## src/rtl/mul_pkg.sv

```systemverilog
// Shared definitions for the iterative RV32M multiply unit: FSM states,
// funct3 encodings of the multiply ops and the shift-add iteration count.
package mul_pkg;

  typedef enum logic [1:0] {
    IDLE = 2'd0,
    BUSY = 2'd1,
    DONE = 2'd2
  } mul_state_e;

  localparam logic [2:0] F3_MUL    = 3'b000;
  localparam logic [2:0] F3_MULH   = 3'b001;
  localparam logic [2:0] F3_MULHSU = 3'b010;
  localparam logic [2:0] F3_MULHU  = 3'b011;

  localparam int MUL_ITER = 32;
  localparam int CNT_W    = $clog2(MUL_ITER);

  // Two's-complement magnitude; 0x80000000 maps to 2^31 as an unsigned value.
  function automatic logic [31:0] mag32(input logic [31:0] v, input logic neg);
    return neg ? (~v + 32'd1) : v;
  endfunction

endpackage

```

## src/rtl/iter_mul_unit.sv

```systemverilog
// Iterative radix-2 shift-add multiplier for MUL/MULH/MULHSU/MULHU.
// Works on operand magnitudes and fixes the sign once at the end.
module iter_mul_unit
  import mul_pkg::*;
(
  input  logic        clk,
  input  logic        rst,
  input  logic        startE,
  input  logic [2:0]  funct3E,
  input  logic [31:0] op_a,
  input  logic [31:0] op_b,
  input  logic        kill,
  output logic        mul_stall,
  output logic        mul_done,
  output logic [31:0] mul_result
);

  mul_state_e       state_q, state_d;
  logic [CNT_W-1:0] cnt_q, cnt_d;
  logic             fin_q, fin_d;
  logic [63:0]      acc_q, acc_d;
  logic [63:0]      mcand_q, mcand_d;
  logic [31:0]      mplier_q, mplier_d;
  logic [31:0]      result_q, result_d;
  logic [2:0]       f3_q, f3_d;
  logic             sign_q, sign_d;

  logic             a_signed, b_signed;
  logic             neg_a, neg_b;
  logic             start_ok;
  logic [63:0]      prod;

  assign a_signed = (funct3E != F3_MULHU);
  assign b_signed = (funct3E == F3_MUL) || (funct3E == F3_MULH);
  assign neg_a    = a_signed & op_a[31];
  assign neg_b    = b_signed & op_b[31];
  assign start_ok = startE & ~funct3E[2] & ~kill;
  assign prod     = sign_q ? (~acc_q + 64'd1) : acc_q;

  // fin_q marks that all 32 steps are accumulated; the following BUSY cycle
  // applies the sign and registers the selected half.
  always_comb begin
    state_d   = state_q;
    cnt_d     = cnt_q;
    fin_d     = fin_q;
    acc_d     = acc_q;
    mcand_d   = mcand_q;
    mplier_d  = mplier_q;
    result_d  = result_q;
    f3_d      = f3_q;
    sign_d    = sign_q;
    mul_stall = 1'b0;
    mul_done  = 1'b0;

    case (state_q)
      IDLE: begin
        if (start_ok) begin
          mul_stall = 1'b1;
          state_d   = BUSY;
          f3_d      = funct3E;
          sign_d    = neg_a ^ neg_b;
          mcand_d   = {32'd0, mag32(op_a, neg_a)};
          mplier_d  = mag32(op_b, neg_b);
          acc_d     = 64'd0;
          cnt_d     = CNT_W'(MUL_ITER - 1);
          fin_d     = 1'b0;
        end
      end

      BUSY: begin
        mul_stall = 1'b1;
        if (kill) begin
          state_d = IDLE;
          fin_d   = 1'b0;
        end else if (fin_q) begin
          state_d  = DONE;
          fin_d    = 1'b0;
          result_d = (f3_q == F3_MUL) ? prod[31:0] : prod[63:32];
        end else begin
          if (mplier_q[0]) begin
            acc_d = acc_q + mcand_q;
          end
          mcand_d  = {mcand_q[62:0], 1'b0};
          mplier_d = {1'b0, mplier_q[31:1]};
          if (cnt_q == '0) begin
            fin_d = 1'b1;
          end else begin
            cnt_d = cnt_q - CNT_W'(1);
          end
        end
      end

      DONE: begin
        mul_done = 1'b1;
        state_d  = IDLE;
      end

      default: begin
        state_d = IDLE;
      end
    endcase
  end

  always_ff @(posedge clk or negedge rst) begin
    if (!rst) begin
      state_q  <= IDLE;
      cnt_q    <= '0;
      fin_q    <= 1'b0;
      acc_q    <= 64'd0;
      mcand_q  <= 64'd0;
      mplier_q <= 32'd0;
      result_q <= 32'd0;
      f3_q     <= 3'd0;
      sign_q   <= 1'b0;
    end else begin
      state_q  <= state_d;
      cnt_q    <= cnt_d;
      fin_q    <= fin_d;
      acc_q    <= acc_d;
      mcand_q  <= mcand_d;
      mplier_q <= mplier_d;
      result_q <= result_d;
      f3_q     <= f3_d;
      sign_q   <= sign_d;
    end
  end

  assign mul_result = result_q;

endmodule
```

## config.mk

```make
export PLATFORM = sky130hd
export DESIGN_NAME = iter_mul_unit
export DESIGN_NICKNAME = d
export VERILOG_FILES = /design/src/rtl/mul_pkg.sv /design/src/rtl/iter_mul_unit.sv
export SDC_FILE = /design/constraint.sdc
export NUM_CORES = 1
export LEC_CHECK = 0
export BUFFER_PORTS_ARGS = -buffer_cell sky130_fd_sc_hd__buf_2
export CAP_MARGIN = 20
export CORE_MARGIN = 2
export CORE_UTILIZATION = 60
export DETAILED_ROUTE_END_ITERATION = 8
export HOLD_SLACK_MARGIN = 0.06
export PLACE_DENSITY_LB_ADDON = 0.3
export SYNTH_ARGS = -nofsm -noshare
export SYNTH_HDL_FRONTEND = slang
export SYNTH_SLANG_ARGS = --single-unit
export TNS_END_PERCENT = 10
```

## constraint.sdc

```tcl
create_clock -name clk -period 5.02 [get_ports clk]
set_input_delay 0.251 -clock clk [delete_from_list [all_inputs] [get_ports clk]]
set_output_delay 0.251 -clock clk [all_outputs]
set_load 0.02 [all_outputs]
```

**Word level (Yosys, flattened, before mapping)**

Cells that the tools add are included.
Widths: inputs -> output; s select.

- Word-level logic and storage cells: 81
- Output and inout bits: 34
- Flip-flop bits (word level): 204
- Bits of input ports: 71

- Reduce and logical (&&, ||, !) cells: 13
- Bitwise gates (word level): 10
- Equal/unequal tests: 10
- Add/subtract/negate cells: 5
- Mux-type cells: 34

Operators with widths:

| operator | number |
|---|---|
| $mux 64 | 8 |
| $pmux 64 s2 | 2 |
| $mux 32 | 6 |
| $add 32x1->32 const B | 2 |
| $add 64x1->64 const B | 1 |
| $add 64x64->64 | 1 |
| $not 32->32 | 2 |
| $not 64->64 | 1 |
| $pmux 32 s2 | 1 |
| $mux 5 | 4 |
| $ne 2x2->1 const B | 5 |
| $pmux 5 s2 | 1 |
| $reduce_and 5->1 | 2 |
| $logic_not 3->1 | 2 |
| $mux 1 | 6 |
| $mux 2 | 3 |
| $reduce_and 2->1 | 3 |
| $logic_not 5->1 | 1 |
| $sub 5x1->5 const B | 1 |
| $and 1x1->1 | 4 |
| $pmux 1 s2 | 2 |
| $pmux 2 s2 | 1 |
| $reduce_and 4->1 | 1 |
| $eq 3x1->1 const B | 1 |
| 10 further kinds | 11 |

**Longest topological paths before layout**

- Word-level depth: 6
- Gate-level depth with buffers: 14
- Mapped depth without buffers: 13

**Worst setup path after synthesis**

OpenSTA, ideal clock, no wires.

- Kind: register to register
- Start: reg acc_q[14]
- End: reg result_q[31], in the netlist mul_result[31]
- Setup time: 0.132 ns
- Cell stages (with the launch flop): 12
- Slack: 1.507 ns
- Arrival time: 3.381 ns
- Buffers on the path: 1
- Clock period less this slack: 3.513 ns
- Required time: 4.888 ns
- Cells stage by stage: dfrtp_1 or4_4 or4_4 or4_4 or2_4 or3_4 or3_1 buf_6 nor4_4 a211oi_1 a211oi_1 o31ai_1

- Longest elaborated chain between the ends: 4

Ends and longest elaborated chain:

| element | line | source |
|---|---|---|
| from (decl) | iter_mul_unit.sv:21 | `logic [63:0] acc_q, acc_d;` |
| from (signal assigned) | iter_mul_unit.sv:109 | `acc_q <= 64'd0;` |
| from (signal assigned) | iter_mul_unit.sv:119 | `acc_q <= acc_d;` |
| $not 64->64 | iter_mul_unit.sv:38 | `assign prod = sign_q ? (~acc_q + 64'd1) : acc_q;` |
| $add 64x1->64 | iter_mul_unit.sv:38 |  |
| $mux 64 | iter_mul_unit.sv:38 |  |
| $mux 32 | iter_mul_unit.sv:78 | `result_d = (f3_q == F3_MUL) ? prod[31:0] : prod[63:32];` |
| to (signal assigned) | iter_mul_unit.sv:122 | `result_q <= result_d;` |
| to (decl) | iter_mul_unit.sv:24 | `logic [31:0] result_q, result_d;` |

No other way between the ends.
A chain may end at the register's enable or synchronous reset.

**Worst setup path after layout**

- Start: reg acc_q[37]
- End: reg acc_q[58]

- Longest elaborated chain between the ends: 5

Ends and longest elaborated chain:

| element | line | source |
|---|---|---|
| $add 64x64->64 | iter_mul_unit.sv:81 | `acc_d = acc_q + mcand_q;` |
| $mux 64 | iter_mul_unit.sv:80 | `if (mplier_q[0]) begin` |
| $mux 64 | iter_mul_unit.sv:75 | `end else if (fin_q) begin` |
| $mux 64 | iter_mul_unit.sv:72 | `if (kill) begin` |
| $pmux 64 s2 | iter_mul_unit.sv:55 | `case (state_q)` |

No other way between the ends. The select of a mux whose other input is x is not followed.

==> flow_summary.toml <==
[grt]
grt_pass1_wl_um = 66600
grt_use_total = 0.315
grt_pass1_vias = 12900
grt_max_degree = 139
gr-total-overflow = 0
antenna_found_initial = 1

[synth]
ys_types = 73
synth_edf_count = 0
ys_ff_latch = 204
synthArstFlopShare = 1.00
syn_avg_cell_area_um2 = 7.89
synth_cells = 1873
synth_fp_nets = 2013
synth_area_um2 = 14800
yosys_warnings = 0
yosysSeqAreaShare = 0.346
synth-main-ff-cell = "dfrtp_1"

[sta]
fin_crit_ps = 4150
drv_slew = 0
slew-limit-headroom = 0.233
rsz0062_at_grt = "false"
max_freq_mhz = 241
fin_worst_skew_ps = 14.8
setup_violations = 0
setup_tns_ps = 0
timing.final.crit_share = 0.826
tightest_slew_ps = 1120
fin_hold_ws_ps = 77.3
hold_viol_final = 0

[critical_path]
worstPathRequired_ps = 5390
crit_arrival_ps = 4520
ff2ff_path_depth = 10
path_delay_family = "compound AO/OA/AOI/OAI gates"
max_stage_delay_ps = 910
critPathLaunchType = "flop"
path_cells = "ha_1, nand2_1, or4_1, a2111oi_0, o311ai_0, a31oi_1, a21boi_1, o21ai_0, xnor2_1, o21ai_0"
crit_path_top_delay_cell = "a2111oi_0"
cp_common_cell = "o21ai_0"
cp.depth = 10
crit_fanout = 8
path_class = "reg2reg"
path_buf_inv = 0
crit_path_end_kind = "flop"

[clock_network]
clkLatencyLatePin_ps = 520
cts_resized = 0
h-tree-depth = 1
cts_setup_buffers = 0
cts.sinks = 204
numCtsBuffers = 23
cts_root_buf = "clkbuf_16"
clk_pin_slew_ps = 60
cts.path.max_buffers = 3
cts_tree = "done"

[floorplan]
io_pins = 105
rows = 57
initial_core_util = 0.609
coreArea_um2 = 24200
die_w_um = 161
die_area_um2 = 25900
die_h_um = 161

[detailed_routing]
wire_per_inst_um = 18.3
totalWireLength_um = 41100
met3_length_um = 2820
top_layer = "met5"
wl_met1_um = 18100
drc = 0
ant_nets = 0
avgViaCountPerCell = 6.22
met2WireLength_um = 18500
vias = 13900
dr.pass1.iters = 6
dr.first_iter.drc_count = 1205

[layout]
register_area_um2 = 5110
multi_input_area_um2 = 9130
n_antenna_cell = 0
final_core_util = 0.673
synthToLayoutAreaGrowth_pct = 10.5
nets = 2043
fill_cells = 2078
drive_gt1_frac = 0.0990

[power]
ir_worst_vdd_uv = 212
p_total_uw = 7100
leakage_uw = 0.00763
power_density_nw_per_um2 = 435

[placed_design]
dpl.hpwl_um = 30700
gp_congestion = 0.989
port_buffers = 104

[hold_path]
min-delay-path-class = "in2reg"
holdPathStages = 3

[outcome]
status = "finished clean"

[job]
cap_violations = 0
-- Yosys cell counts, types with 6 or more instances --
master,count,share of area
a21o_1,33,0.017
dfrtp_1,204,0.35
o31ai_1,26,0.013
nor2_1,111,0.028
nand3_1,101,0.034
inv_1,24,0.0061
nand2b_1,11,0.0047
buf_1,8,0.0020
o21a_1,6,0.0030
nor3_1,34,0.012
nor4_1,16,0.0068
or3_1,26,0.011
mux2i_1,6,0.0041
a211oi_1,12,0.0061
clkbuf_1,110,0.028
ha_1,68,0.058
and3_1,8,0.0034
xnor2_1,70,0.042
a31oi_1,14,0.0059
o21ai_0,235,0.080
nor2b_1,16,0.0068
or4_1,12,0.0061
o211ai_1,12,0.0061
nand2_1,289,0.073
a21oi_1,180,0.061
o21bai_1,13,0.0066
o41ai_1,19,0.011
xor2_1,95,0.056
nand3b_1,7,0.0036
nand4_1,22,0.0093
and2_1,10,0.0042
-- worst reg2reg max path, delay by kind of cell (launching register included) --
kind	cells	cell delay (ps)
fa+ha+maj	1	470
xor+xnor	1	150
simple gates	2	720
compound gates	6	2170
flops	1	480
-- state kept, by name (all words and copies together), names as in the netlist --
name,flops
mcand_q,64
fin_q,1
cnt_q,5
state_q,2
mplier_q,32
acc_q,64
f3_q,3
mul_result,32
sign_q,1
-- power breakdown --
| group | leakage, µW | switching, µW | internal (µW) |
|---|---|---|---|
| clock | 0.000413 | 701 | 1140 |
| sequential | 0.00270 | 406 | 1930 |
| combinational | 0.00451 | 1810 | 1110 |
-- placed cells by master, fill, tap and decap left out, drive strengths merged, types with 11 or more instances in the layout --
cell type / count
a211oi: 12
nor2: 111
a21oi: 180
a31oi: 14
o31ai: 27
o41ai: 20
nor4: 17
nand2: 289
xor2: 95
nand3: 101
or3: 27
nand4: 22
nor2b: 16
ha: 68
or4: 15
clkbuf: 33
o21bai: 13
xnor2: 70
inv: 27
nand2b: 11
buf: 121
o211ai: 12
a21o: 33
dfrtp: 204
o21ai: 240
nor3: 34
-- metal layers --
layer  vias to the layer above  GRT usage
met5                         -          0
met4                         2      0.125
met3                       104     0.0504
met2                       448      0.497
met1                      6613      0.437
li1                       6782          -
-- path summary, 6_finish.rpt --
path / slack [ps] / from / endpoint
setup / recovery: 870 / acc_q[37] / acc_q[58]
hold / removal: 80 / op_a[0] / mcand_q[0]
setup reg to reg: 870 / acc_q[37] / acc_q[58]
hold reg to reg: 470 / mplier_q[27] / mplier_q[27]
max in group asynchronous: 3550 / rst / sign_q
min in group asynchronous: 330 / rst / mul_result[19]
-- cell families after synthesis --
logic type | synth area share
multiplexers | 0.00483
XOR/XNOR | 0.0978
flip-flops | 0.346
AO/OA/AOI/OAI | 0.240
adder cells (fa/ha/maj) | 0.0590
AND/OR/NAND/NOR | 0.215
buffers and inverters | 0.0384
-- cell type report --
cell class / instances / share of cell area
clock inverters: 10 / 0.0100
inverters: 26 / 0.00598
well taps: 324 / 0.0248
flip-flops and latches: 204 / 0.313
repair buffers: 127 / 0.0465
clock buffers: 32 / 0.0410
multi-input cells: 1521 / 0.559
-- through the flow --
| stage | area, µm² | setup WS [ps] | std cells |
|---|---|---|---|
| floorplan | 14800 | 1510 | 1873 |
| global placement | 15400 | 1070 | 2196 |
| detailed placement | 15400 | 1000 | 2196 |
| CTS | 16300 | 986 | 2243 |
| global route | 16300 | 545 | 2244 |
| finish | 16300 | 873 | 2244 |
-- timing repair --
item,4_1_cts,5_1_grt
hold buffers,5,0
endpoints found under the hold margin,90,0
endpoints found under the setup margin,0,0
(Power assumes the default switching activity.)
